<file path="src/rtl/sram_like_bridge.sv">
// sram_like_bridge
// Bridges a CPU-side SRAM-style port onto an SRAM-like bus with
// address/data handshakes. Writes are posted into a small FIFO so the CPU
// does not wait for them. Reads stall the CPU until the FIFO has drained
// and the read data has come back, which keeps read-after-write ordering.
//
// Ports
//   clk, rst                    clock, asynchronous active-low reset
//   sram_en, sram_wen           CPU access valid, byte write enables (0 = read)
//   sram_addr, sram_wdata       CPU byte address, write data
//   sram_rdata, stall           read data to CPU, hold-access request to CPU
//   longest_stall               pipeline freeze; CPU access is held while 1
//   req, wr, size, addr, wdata  SRAM-like request channel
//   addr_ok, data_ok, rdata     SRAM-like address accept, data done, read data
//   wbuf_empty                  FIFO empty and no write on the bus
//
// state  | meaning
// IDLE   | no bus transfer; pick FIFO head first, then a pending read
// WADDR  | write request on bus, waiting for addr_ok
// WDATA  | write address accepted, waiting for data_ok
// RADDR  | read request on bus, waiting for addr_ok
// RDATA  | read address accepted, waiting for data_ok
// RDONE  | read data registered, CPU released; wait for freeze to lift
module sram_like_bridge #(
    parameter int AW         = 32,
    parameter int WBUF_DEPTH = 4
) (
    input  logic          clk,
    input  logic          rst,
    input  logic          sram_en,
    input  logic [3:0]    sram_wen,
    input  logic [AW-1:0] sram_addr,
    input  logic [31:0]   sram_wdata,
    output logic [31:0]   sram_rdata,
    output logic          stall,
    input  logic          longest_stall,
    output logic          req,
    output logic          wr,
    output logic [1:0]    size,
    output logic [AW-1:0] addr,
    output logic [31:0]   wdata,
    input  logic          addr_ok,
    input  logic          data_ok,
    input  logic [31:0]   rdata,
    output logic          wbuf_empty
);

    localparam int PW = $clog2(WBUF_DEPTH);
    localparam int CW = PW + 1;

    typedef enum logic [2:0] {IDLE, WADDR, WDATA, RADDR, RDATA, RDONE} state_t;

    state_t        state, state_nxt;
    logic [CW-1:0] count;
    logic [PW-1:0] wr_ptr, rd_ptr;
    logic          wr_taken;

    logic [AW-1:0] mem_addr  [WBUF_DEPTH];
    logic [31:0]   mem_wdata [WBUF_DEPTH];
    logic [1:0]    mem_size  [WBUF_DEPTH];

    logic wr_req, rd_req, full, push, pop, rd_capture;

    function automatic logic [1:0] wen_to_size(input logic [3:0] wen);
        case (wen)
            4'b0011, 4'b1100:                   return 2'd1;
            4'b0001, 4'b0010, 4'b0100, 4'b1000: return 2'd0;
            default:                            return 2'd2;
        endcase
    endfunction

    assign wr_req = sram_en & (|sram_wen);
    assign rd_req = sram_en & ~(|sram_wen);
    assign full   = (count == CW'(WBUF_DEPTH));
    // wr_taken marks a frozen write that is already queued, so the held
    // access is not pushed again on every frozen cycle.
    assign push   = wr_req & ~full & ~wr_taken;

    assign stall      = (wr_req & full & ~wr_taken) | (rd_req & (state != RDONE));
    assign wbuf_empty = (count == '0) & (state != WADDR) & (state != WDATA);

    always_comb begin
        state_nxt  = state;
        req        = 1'b0;
        wr         = 1'b0;
        size       = 2'd0;
        addr       = '0;
        wdata      = '0;
        pop        = 1'b0;
        rd_capture = 1'b0;
        case (state)
            IDLE: begin
                if (count != '0)
                    state_nxt = WADDR;
                else if (rd_req)
                    state_nxt = RADDR;
            end
            WADDR: begin
                req   = 1'b1;
                wr    = 1'b1;
                size  = mem_size[rd_ptr];
                addr  = mem_addr[rd_ptr];
                wdata = mem_wdata[rd_ptr];
                if (addr_ok && data_ok) begin
                    pop       = 1'b1;
                    state_nxt = IDLE;
                end else if (addr_ok) begin
                    state_nxt = WDATA;
                end
            end
            WDATA: begin
                if (data_ok) begin
                    pop       = 1'b1;
                    state_nxt = IDLE;
                end
            end
            RADDR: begin
                req  = 1'b1;
                size = 2'd2;
                addr = sram_addr;
                if (addr_ok && data_ok) begin
                    rd_capture = 1'b1;
                    state_nxt  = RDONE;
                end else if (addr_ok) begin
                    state_nxt = RDATA;
                end
            end
            RDATA: begin
                if (data_ok) begin
                    rd_capture = 1'b1;
                    state_nxt  = RDONE;
                end
            end
            RDONE: begin
                if (!longest_stall)
                    state_nxt = IDLE;
            end
            default: state_nxt = IDLE;
        endcase
    end

    always_ff @(posedge clk or negedge rst) begin
        if (!rst) begin
            state      <= IDLE;
            count      <= '0;
            wr_ptr     <= '0;
            rd_ptr     <= '0;
            wr_taken   <= 1'b0;
            sram_rdata <= '0;
        end else begin
            state <= state_nxt;
            case ({push, pop})
                2'b10:   count <= count + CW'(1);
                2'b01:   count <= count - CW'(1);
                default: count <= count;
            endcase
            if (push)
                wr_ptr <= wr_ptr + PW'(1);
            if (pop)
                rd_ptr <= rd_ptr + PW'(1);
            if (!longest_stall)
                wr_taken <= 1'b0;
            else if (push)
                wr_taken <= 1'b1;
            if (rd_capture)
                sram_rdata <= rdata;
        end
    end

    // Storage needs no reset: count and pointers define which entries are live.
    always_ff @(posedge clk) begin
        if (push) begin
            mem_addr[wr_ptr]  <= sram_addr;
            mem_wdata[wr_ptr] <= sram_wdata;
            mem_size[wr_ptr]  <= wen_to_size(sram_wen);
        end
    end

endmodule

</file>
<file path="config.mk">
export PLATFORM = sky130hd
export DESIGN_NAME = sram_like_bridge
export DESIGN_NICKNAME = d
export VERILOG_FILES = /design/src/rtl/sram_like_bridge.sv
export SDC_FILE = /design/constraint.sdc
export NUM_CORES = 1
export LEC_CHECK = 0
export ABC_AREA = 0
export CAP_MARGIN = 20
export CORE_ASPECT_RATIO = 0.6
export CORE_MARGIN = 4
export CORE_UTILIZATION = 50
export CTS_CLUSTER_DIAMETER = 30
export DETAILED_ROUTE_END_ITERATION = 16
export GPL_ROUTABILITY_DRIVEN = 0
export HOLD_SLACK_MARGIN = 0.1
export PLACE_DENSITY = 0.76
export SKIP_CTS_REPAIR_TIMING = 1
export SLEW_MARGIN = 20
export SYNTH_ARGS = -nofsm -noshare
export SYNTH_HDL_FRONTEND = slang
export SYNTH_SLANG_ARGS = --single-unit
</file>
<file path="constraint.sdc">
create_clock -name clk -period 4 [get_ports clk]
set_input_delay 0.6 -clock clk [delete_from_list [all_inputs] [get_ports clk]]
set_output_delay 0.6 -clock clk [all_outputs]
set_load 0.02 [all_outputs]
</file>
==> flow_metrics.env, run 1 <==
export IMPL_dr_pass1_iters=6
export IMPL_relSlewSlack_pct=51.3
export IMPL_path_clk_slew_ns=0.06
export IMPL_grt_max_degree=68
export IMPL_hold_class="reg -> reg"
export IMPL_power_leakage_nw=5.60
export IMPL_io_buffers=207
export IMPL_die_x_um=210
export IMPL_fmax_mhz=284
export IMPL_setup_tns_final_ns=0
export IMPL_routedWlPerCell_um=23.9
export IMPL_fin_crit_ns=3.53
export IMPL_seq_area_frac_synth_pct=73.8
export IMPL_status="completed"
export IMPL_tightest_slew_ns=0.731
export IMPL_cp_max_fo=22
export IMPL_hold_end="sram_rdata[23]"
export IMPL_overflow=0
export IMPL_utilization_pct=68.0
export IMPL_yosys_register_bits=307
export IMPL_vias=6560
export IMPL_drive_above_1_share_pct=23.2
export IMPL_maxSlewViolCount=0
export IMPL_place_hpwl_um=17500
export IMPL_preCtsSetupSlack_ns=0.802
export IMPL_worstPathArrival_ns=2.93
export IMPL_antenna_cells=0
export IMPL_antenna_found_initial=1
export IMPL_netlist_instances=576
export IMPL_powerDensity_mw_per_mm2=795
export IMPL_power_mw=12.7
export IMPL_vdd_drop_max_uv=568
export IMPL_max_cap_violations=0
export IMPL_yosysUniqueCellTypes=46
export IMPL_worstHoldStart="sram_rdata[23]"
export IMPL_start_util_pct=51.8
export IMPL_hold_violations=0
export IMPL_syn_avg_cell_area_um2=21.2
export IMPL_syn_area_mm2=0.0122
export IMPL_die_area_mm2=0.0271
export IMPL_reg2reg_to="count[2]"
export IMPL_syn_to_final_growth_pct=31.3
export IMPL_ff2ff_setup_slack_ns=1.62
export IMPL_htree_levels=2
export IMPL_cp_start_kind="flop"
export IMPL_track_usage_pct=20.5
export IMPL_nNetsFinal=920
export IMPL_drt_initial_drc_count=524
export IMPL_required_ns=3.40
export IMPL_grt_pass1_vias=7207
export IMPL_cts_tree="done"
export IMPL_rsz0062_at_grt="no"
export IMPL_insertion_delay_ns=0.53
export IMPL_clock_sinks=307
export IMPL_cts_buffer_depth=3
export IMPL_cts_buffers_inserted=41
export IMPL_core_area_mm2=0.0236
export IMPL_r2r_cells=8
export IMPL_fin_skew_ns=0.0115
export IMPL_cts_root_buffer="clkbuf_16"
export IMPL_r2r_start="wr_taken"
export IMPL_setup_viol=0
export IMPL_fin_ws_ns=0.475
export IMPL_syn_nets=688
export IMPL_io_pins=208
export IMPL_hold_slack_ns=0.506
export IMPL_drtAntennaViolNets=0
export IMPL_rows=43
export IMPL_critPathKind="reg -> out"
export IMPL_drc=0
export IMPL_final_period_utilization_pct=88.1
export IMPL_wirelength_um=27600
export IMPL_endpoint_kind="primary output"
export IMPL_viasPerCell=5.68
export IMPL_synth_yosys_warnings=0
export IMPL_die_h_um=129
export IMPL_hold_depth=1
export IMPL_grt_pass1_wl_um=42500
export IMPL_n_fill_cell=1525
-- layout by cell type, fill, tap and decap left out, types with 2 or more instances in the layout --
master           count
buf_12               7
clkbuf_1             2
clkinv_2             6
o211ai_1             2
and2_1              33
xor2_1               2
dfrtp_1             41
a31oi_1              3
a21oi_1              2
clkbuf_16           41
nor2b_1              2
mux4_2              66
nand2_1              6
mux2_1               3
nor3_1               2
clkdlybuf4s50_1    206
clkinv_4             3
and2_4               4
nand2b_1             3
clkinv_1             3
clkbuf_8             2
bufinv_16            3
clkinvlp_4           7
a22o_1              33
edfxtp_1           264
dfrtp_4              2
ha_1                 5
mux2_4              30
nor2_1               7
buf_4                7
inv_8                2
xnor2_1              6
inv_1                6
inv_6                5
-- cells in the mapped netlist, drive strengths merged --
master  number  share of area, %
nor2b        2              0.10
clkbuf      12              0.37
nor3         2             0.082
and3         1             0.051
a31oi        3              0.15
a21oi        3              0.15
o32a         1             0.082
a22o        34               2.5
mux4        66                12
o21ai        1             0.041
buf         20               1.4
edfxtp     264                65
nor4         1             0.051
nand3b       1             0.062
nor2         8              0.25
a211oi       2              0.16
dfrtp       43               8.8
o22ai        1             0.051
nand2b       3              0.15
or4          1             0.062
ha           5              0.51
a41oi        1             0.072
o211ai       2              0.12
a31o         1             0.072
nand2        7              0.35
o21a         1             0.062
xor2         2              0.14
xnor2        6              0.43
mux2        34               4.1
and3b        1             0.072
or3          1             0.051
and2        37               1.9
nand3        1             0.041
fa           1              0.16
inv          7              0.22
-- sequential cells by signal, summed over array words and instances (netlist names) --
signal,cells
mem_addr,128
mem_wdata,128
sram_rdata,32
mem_size,8
count,3
state,3
rd_ptr,2
wr_ptr,2
wr_taken,1
-- cell type report --
cell class	count	area, um2	share of cell area (%)
inverters	7	26.3	0.164
well taps	315	394	2.46
clock inverters	30	293	1.83
multi-input cells	230	2970	18.5
clock buffers	45	1060	6.62
repair buffers	221	2260	14.1
flip-flops and latches	307	9010	56.2
-- how the worst max path moves through the flow --
stage,endpoint,slack (ns),from,cells past startpoint
after floorplan,mem_addr[0][0],0.75,sram_en,4
after global placement,count[2],0.87,sram_en,10
after detailed placement,mem_wdata[3][31],0.80,sram_wen[2],6
after CTS,addr[22],0.39,rd_ptr[0],4
after global routing,addr[17],0.28,rd_ptr[0],4
final,addr[17],0.47,rd_ptr[0],4
-- layer usage --
layer  vias up  global-route usage (%)  share of wire, %
li1       2826                       -                 -
met1      3373                    29.8                42
met2       317                    31.9                48
met3        42                    5.32               9.0
met4         2                    5.10               1.4
met5         -                       0             0.029
-- power breakdown --
part | switching (mW) | total [mW] | internal [mW]
combinational | 2.21 | 4.61 | 2.40
sequential | 0.442 | 4.58 | 4.14
clock | 1.39 | 3.54 | 2.15
total | 4.04 | 12.7 | 8.69
-- kinds of logic after synthesis --
| logic type | synth area share [%] |
|---|---|
| AOI/OAI and AO/OA | 3.49 |
| xor gates and xnor gates | 0.574 |
| adders and majority gates | 0.677 |
| buffers and inverters | 2.02 |
| DFF | 73.8 |
| muxes | 16.2 |
| and+or+nand+nor | 3.22 |
-- critical path, cell delays in order (launching register included) --
cell and delay, ns:
dfrtp_4 0.73, buf_4 0.36, mux4_2 0.56, a22o_1 0.19
clkdlybuf4s50_1 0.54
-- stage by stage --
stage                     instance area, um2  cells
after floorplan                        12200    576
after global placement                 14700   1079
after detailed placement               14700   1079
after CTS                              16000   1154
after global routing                   16000   1155
final                                  16000   1155
No activity file was read; power rests on OpenSTA's default activity.
==> run 2: changes to the inputs <==
- SKIP_LAST_GASP: default -> 1
==> results of run 2 <==
The final DEF is identical to that of run 1; final timing and power are the same.
